===== src/rtl/alu_exec_unit_pkg.sv =====
// Shared opcodes and state type for the execute-stage ALU.
// Define ALU_MUL_EN to include the iterative multiplier and its MUL state.
package alu_exec_unit_pkg;

  localparam logic [3:0] ALU_AND = 4'b0000;
  localparam logic [3:0] ALU_OR  = 4'b0001;
  localparam logic [3:0] ALU_ADD = 4'b0010;
  localparam logic [3:0] ALU_SUB = 4'b0110;
  localparam logic [3:0] ALU_SLT = 4'b0111;
  // New code; decodes as ADD when the multiplier is not built in
  localparam logic [3:0] ALU_MUL = 4'b1000;

`ifdef ALU_MUL_EN
  typedef enum logic [1:0] {IDLE, MUL, DONE} alu_state_t;
`else
  typedef enum logic [1:0] {IDLE, DONE} alu_state_t;
`endif

endpackage


===== src/rtl/alu_mul_seq.sv =====
// Shift-add multiplier: one partial product per cycle, WIDTH cycles per product.
// Built only when ALU_MUL_EN is defined.
`ifdef ALU_MUL_EN
module alu_mul_seq #(
  parameter int WIDTH = 32
) (
  input  logic             clk,
  input  logic             reset,
  input  logic             start,
  input  logic [WIDTH-1:0] a,
  input  logic [WIDTH-1:0] b,
  output logic             done,
  output logic [WIDTH-1:0] product
);

  localparam int CW = $clog2(WIDTH);

  logic [WIDTH-1:0] acc;
  logic [WIDTH-1:0] mcand;
  logic [WIDTH-1:0] mplier;
  logic [CW-1:0]    count;
  logic             busy;
  logic [WIDTH-1:0] step;

  // The final step's sum is exposed directly so the product is ready with done
  assign step    = mplier[0] ? acc + mcand : acc;
  assign product = step;
  assign done    = busy && (count == '0);

  always_ff @(posedge clk or posedge reset) begin
    if (reset) begin
      acc    <= '0;
      mcand  <= '0;
      mplier <= '0;
      count  <= '0;
      busy   <= 1'b0;
    end else if (start) begin
      acc    <= '0;
      mcand  <= a;
      mplier <= b;
      count  <= CW'(WIDTH - 1);
      busy   <= 1'b1;
    end else if (busy) begin
      acc    <= step;
      mcand  <= mcand << 1;
      mplier <= mplier >> 1;
      if (count == '0) begin
        busy <= 1'b0;
      end else begin
        count <= count - 1'b1;
      end
    end
  end

endmodule
`endif


===== src/rtl/alu_exec_unit.sv =====
// Execute-stage ALU with valid/ready on both sides and a registered result/zero flag.
// Define ALU_MUL_EN to add the iterative multiply (stalls the input side while busy).
module alu_exec_unit
  import alu_exec_unit_pkg::*;
#(
  parameter int WIDTH = 32
) (
  input  logic             clk,
  input  logic             reset,
  input  logic             inValid,
  output logic             inReady,
  input  logic [3:0]       operation,
  input  logic [WIDTH-1:0] srcA,
  input  logic [WIDTH-1:0] srcB,
  output logic             outValid,
  input  logic             outReady,
  output logic [WIDTH-1:0] result,
  output logic             zero
);

  alu_state_t       state;
  logic             accept;
  logic             is_mul;
  logic [WIDTH-1:0] alu_out;

`ifdef ALU_MUL_EN
  logic             mul_done;
  logic [WIDTH-1:0] mul_product;

  assign is_mul  = (operation == ALU_MUL);
  assign inReady = (state == IDLE) || ((state == DONE) && outReady);

  alu_mul_seq #(.WIDTH(WIDTH)) u_mul (
    .clk     (clk),
    .reset   (reset),
    .start   (accept && is_mul),
    .a       (srcA),
    .b       (srcB),
    .done    (mul_done),
    .product (mul_product)
  );
`else
  assign is_mul  = 1'b0;
  assign inReady = !outValid || outReady;
`endif

  assign accept = inValid && inReady;

  // Single-cycle datapath; unknown codes (and MUL without the multiplier) add
  always_comb begin
    alu_out = srcA + srcB;
    case (operation)
      ALU_AND: alu_out = srcA & srcB;
      ALU_OR:  alu_out = srcA | srcB;
      ALU_SUB: alu_out = srcA - srcB;
      ALU_SLT: alu_out = {{(WIDTH-1){1'b0}}, ($signed(srcA) < $signed(srcB))};
      default: alu_out = srcA + srcB;
    endcase
  end

  always_ff @(posedge clk or posedge reset) begin
    if (reset) begin
      state    <= IDLE;
      outValid <= 1'b0;
      result   <= '0;
      zero     <= 1'b0;
    end else begin
      case (state)
        IDLE, DONE: begin
          if (accept) begin
            if (is_mul) begin
`ifdef ALU_MUL_EN
              state    <= MUL;
`endif
              outValid <= 1'b0;
            end else begin
              state    <= DONE;
              outValid <= 1'b1;
              result   <= alu_out;
              zero     <= (alu_out == '0);
            end
          end else if ((state == DONE) && outReady) begin
            state    <= IDLE;
            outValid <= 1'b0;
          end
        end
`ifdef ALU_MUL_EN
        MUL: begin
          if (mul_done) begin
            state    <= DONE;
            outValid <= 1'b1;
            result   <= mul_product;
            zero     <= (mul_product == '0);
          end
        end
`endif
        default: begin
          state    <= IDLE;
          outValid <= 1'b0;
        end
      endcase
    end
  end

endmodule


===== config.mk =====
export PLATFORM = sky130hd
export DESIGN_NAME = alu_exec_unit
export DESIGN_NICKNAME = d
export VERILOG_FILES = /design/src/rtl/alu_exec_unit_pkg.sv /design/src/rtl/alu_mul_seq.sv /design/src/rtl/alu_exec_unit.sv
export SDC_FILE = /design/constraint.sdc
export NUM_CORES = 1
export LEC_CHECK = 0
export CAP_MARGIN = 15
export CORE_MARGIN = 3
export CORE_UTILIZATION = 56
export CTS_BUF_LIST = sky130_fd_sc_hd__clkbuf_4
export CTS_CLUSTER_DIAMETER = 60
export DETAILED_ROUTE_END_ITERATION = 12
export PLACE_DENSITY = 0.89
export SLEW_MARGIN = 20
export SYNTH_ARGS = -nofsm -noshare
export SYNTH_HDL_FRONTEND = slang
export SYNTH_SLANG_ARGS = --single-unit

===== constraint.sdc =====
create_clock -name clk -period 2.5 [get_ports clk]
set_clock_uncertainty 0.2 [all_clocks]
set_input_delay 0.25 -clock clk [delete_from_list [all_inputs] [get_ports clk]]
set_output_delay 0.25 -clock clk [all_outputs]
set_load 0.01 [all_outputs]

==> reports/metrics.cfg, run 1 <==
[outcome]
status = stopped before the end
failed_stage = clock tree synthesis
error_line = [ERROR DPL-0038] Utilization greater than 100%, impossible to legalize

[floorplan]
start_util_pct = 57.6
num_io_pins = 107
die_y_um = 112
chipWidth_um = 112
row_count = 38

[synth]
synth_top_area_cell = ha_1
synth_common_cells = ha_1, nand2_1, inv_1
avgSynthCellArea_um2 = 7.16
syn_inst = 879
ys.warnings.count = 0
yosysTopAreaCellShare_pct = 19.1
ys_seq_area_share_pct = 13.5
synthArstFlopShare_pct = 100
synth_nets = 1049
synth_area_um2 = 6300
ys_ff_latch = 34
yosysMostFrequentCell = ha_1
ys.flop_type = dfrtp_1
synth-edff-count = 0
synth_top_cells_by_area = ha_1, dfrtp_1, nand2_1
netlist-cell-type-count = 76

[clocking]
post-cts-setup-buffers = 69
clock-sinks = 34
cts_max_path_buffers = 2
htree_levels = 2
numCtsBuffers = 5
cts-root-buf = clkbuf_4
cts.repair.resized = 404
postCtsHoldBufs = 0

[placed_design]
port_buffers = 106
place.gp.congestion = 1.06
dpl-instance-area_um2 = 9960
dp_hpwl_um = 24900

-- logic make-up after synthesis --
kind of cell / Yosys count / share of synthesized area [%]
simple gates: 279 / 21.0
flops: 34 / 13.5
buf+inv: 143 / 8.66
compound gates: 289 / 31.3
fa+ha+maj: 98 / 19.7
mux: 26 / 4.45
xor+xnor: 10 / 1.39
-- stage by stage --
step	TNS, ns	hold WS (ns)	std cells	worst slack (ns)	util [%]
2_1_floorplan	-3.23	0.158	879	-1.02	-
3_3_place_gp	-28.37	0.263	1385	-1.74	91.1
3_5_place_dp	-34.14	0.282	1385	-1.96	91.1
==> run 2: changes to the inputs <==
CORE_UTILIZATION = 40   (was 56)
CTS_BUF_LIST = not set   (was sky130_fd_sc_hd__clkbuf_4)
CTS_CLUSTER_DIAMETER = not set   (was 60)
PLACE_DENSITY = not set   (was 0.89)
PLACE_DENSITY_LB_ADDON = 0.15   (was not set)
==> run 2 against run 1 <==
Compared with the run above:
- the flow now finishes, with violations (setup timing)
- area after synthesis is the same
- synthesized cell count is the same
==> reports/metrics.cfg, run 2 <==
[outcome]
status = finished with violations
violations = setup timing

[synth]
avgSynthCellArea_um2 = 7.16
synth_nets = 1049
ys_ff_latch = 34
ys.warnings.count = 0
synth_area_um2 = 6300
ys_seq_area_share_pct = 13.5
synthArstFlopShare_pct = 100
yosysMostFrequentCell = ha_1
syn_inst = 879
yosysTopAreaCellShare_pct = 19.1
synth_top_area_cell = ha_1
synth_top_cells_by_area = ha_1, dfrtp_1, nand2_1
synth_common_cells = ha_1, nand2_1, inv_1
netlist-cell-type-count = 76
synth-edff-count = 0
ys.flop_type = dfrtp_1

[timing]
slew_headroom_pct = 59.3
fmax_mhz = 274
setup_tns_ns = -10.79
post-route-period-util_pct = 146
period_minus_slack_ns = 3.65
drv_slew = 0
finalSetupViolCount = 25
hold_viol_final = 0
layout_setup_ws_ns = -1.15
rsz0062_at_grt = true
whs_ns = 0.189
worst_slew_pin_slew_ns = 0.611

[layout]
final_common_cell = buf_4
top_register = result
antenna-diode-count = 0
largest_register_ffs = 32
regArea_um2 = 851
mostFrequentLayoutCells = buf_4, nand2_1, buf_6
fill_cells = 1020
stdcell_area_um2 = 12300
utilization_pct = 80.2
layout-drive-gt1-share_pct = 51.9
multi_input_area_um2 = 6390
syn_to_final_growth_pct = 95.1
fin_nets = 1506
reg_top3 = result: 32 flops, outValid: 1 flops, zero: 1 flops

[worst_setup_path]
path_common_cell = buf_4
cp.arrival_ns = 3.67
cp-end-kind = flop
crit_path_start_kind = primary input
worstPathRequired_ns = 2.51
slowest_stage = or3_2
slowest_delay_ns = 0.54
critPathMaxFanout = 2
path_class = in -> reg
crit_path_cell_trace = buf_8, buf_6, inv_12, ha_4, fa_2, o21bai_4, a2111oi_4, buf_4, o21ai_4, a221o_1, buf_4, a21oi_2, nor2_1, o22a_1, or3_2, nor4_4, nand4b_1, o21ai_1

[grt]
first_global_vias = 8497
grt_max_degree = 46
grt_use_total_pct = 30.0
grt_remaining_overflow = 0
grt_first_pass_wirelength_um = 42700
antenna_found_initial = 0

[floorplan]
num_io_pins = 107
die_y_um = 131
core_area_um2 = 15300
chipWidth_um = 131
dieArea_um2 = 17300
start_util_pct = 41.1
row_count = 45

[routing]
ant_nets = 0
dr_wl_met3_um = 1740
drt_pass1_iterations = 5
vias = 8792
wl_met2_um = 14000
drc = 0
wire_per_inst_um = 18.6
drt_wl_total_um = 28800
top_layer = met4
dr.first_iter.drc_count = 716
m1WireLength_um = 11900
avgViaCountPerCell = 5.68

[clocking]
cts-root-buf = clkbuf_16
insertion_delay_ns = 0.29
htree_levels = 2
cts_tree = built
clock-sinks = 34
numCtsBuffers = 5
cts_max_path_buffers = 2
clk_pin_slew_ns = 0.06

[placed_design]
port_buffers = 106
dp_hpwl_um = 19900
dpl-instance-area_um2 = 10200
post-place-ws_ns = -1.95
place.gp.congestion = 0.965

[pwr]
leakage_nw = 5.62
power.density_nw_per_um2 = 381
ir_drop_v = 0.000251

[flow_run]
cap_viol_max_count = 0

[hold_path]
hold_path_class = in -> async

[run 2: cell counts after synthesis]
Identical to the previous run, type by type.
[run 2: routing by layer]
metal  global-route usage (%)  vias up
met5                        0        -
met4                     10.9        0
met3                     4.10       95
met2                     51.0      412
met1                     38.7     4195
li1                         -     4090
[run 2: worst paths after layout]
kind | startpoint | slack (ns) | endpoint | cells past startpoint
max | srcA[0] | -1.15 | zero | 18
min | reset | 0.19 | result[0] | 3
max reg2reg | outValid | 0.13 | zero | 8
min reg2reg | result[2] | 0.28 | result[2] | 2
max in group asynchronous | reset | 1.55 | result[11] | 3
min in group clk | result[2] | 0.28 | result[2] | 2
[run 2: stage by stage]
| step | total power [mW] | instances |
|---|---|---|
| floorplan | 1.92 | 879 |
| global placement | 3.23 | 1472 |
| detailed placement | 3.26 | 1472 |
| CTS | 4.40 | 1537 |
| global route | 4.91 | 1548 |
| finish | 4.68 | 1548 |
[run 2: power breakdown]
part	switching, mW	internal [mW]	total, mW
sequential	0.0822	0.680	0.762
clock	0.277	0.397	0.674
combinational	1.53	1.72	3.25
[run 2: area by class of cell]
class                      instances  share of cell area (%)
clock inverter                     1                  0.0407
tap                              211                    2.15
multi-input combinational        702                    52.0
clock buffer                       7                    1.16
inverter                          94                    3.36
sequential                        34                    6.93
timing repair buffer             499                    34.4
[run 2: critical path, delay by kind of cell]
kind                     cells  cell delay [ns]
AO/OA/AOI/OAI                7             1.40
adder cells (fa/ha/maj)      2             0.36
buffers and inverters        5             0.64
AND/OR/NAND/NOR              4             1.00
[run 2: what timing repair did]
item                                    CTS  global route
setup buffers                            66            32
endpoints found under the setup margin   30            26
gates resized for setup                 376           164
gates cloned                              0             0
endpoints found under the hold margin     0             0
hold buffers                              0             0
pin swaps                               101            88
[run 2: cell families (layout without fill, tap and decap cells)]
kind of cell | count (synthesis) | in the layout | share of synthesized area (%)
flops | 34 | 34 | 13.5
xor+xnor | 10 | 10 | 1.39
simple gates | 279 | 279 | 21.0
mux | 26 | 26 | 4.45
compound gates | 289 | 289 | 31.3
fa+ha+maj | 98 | 98 | 19.7
buf+inv | 143 | 601 | 8.66
No activity file was read; power rests on OpenSTA's default activity.
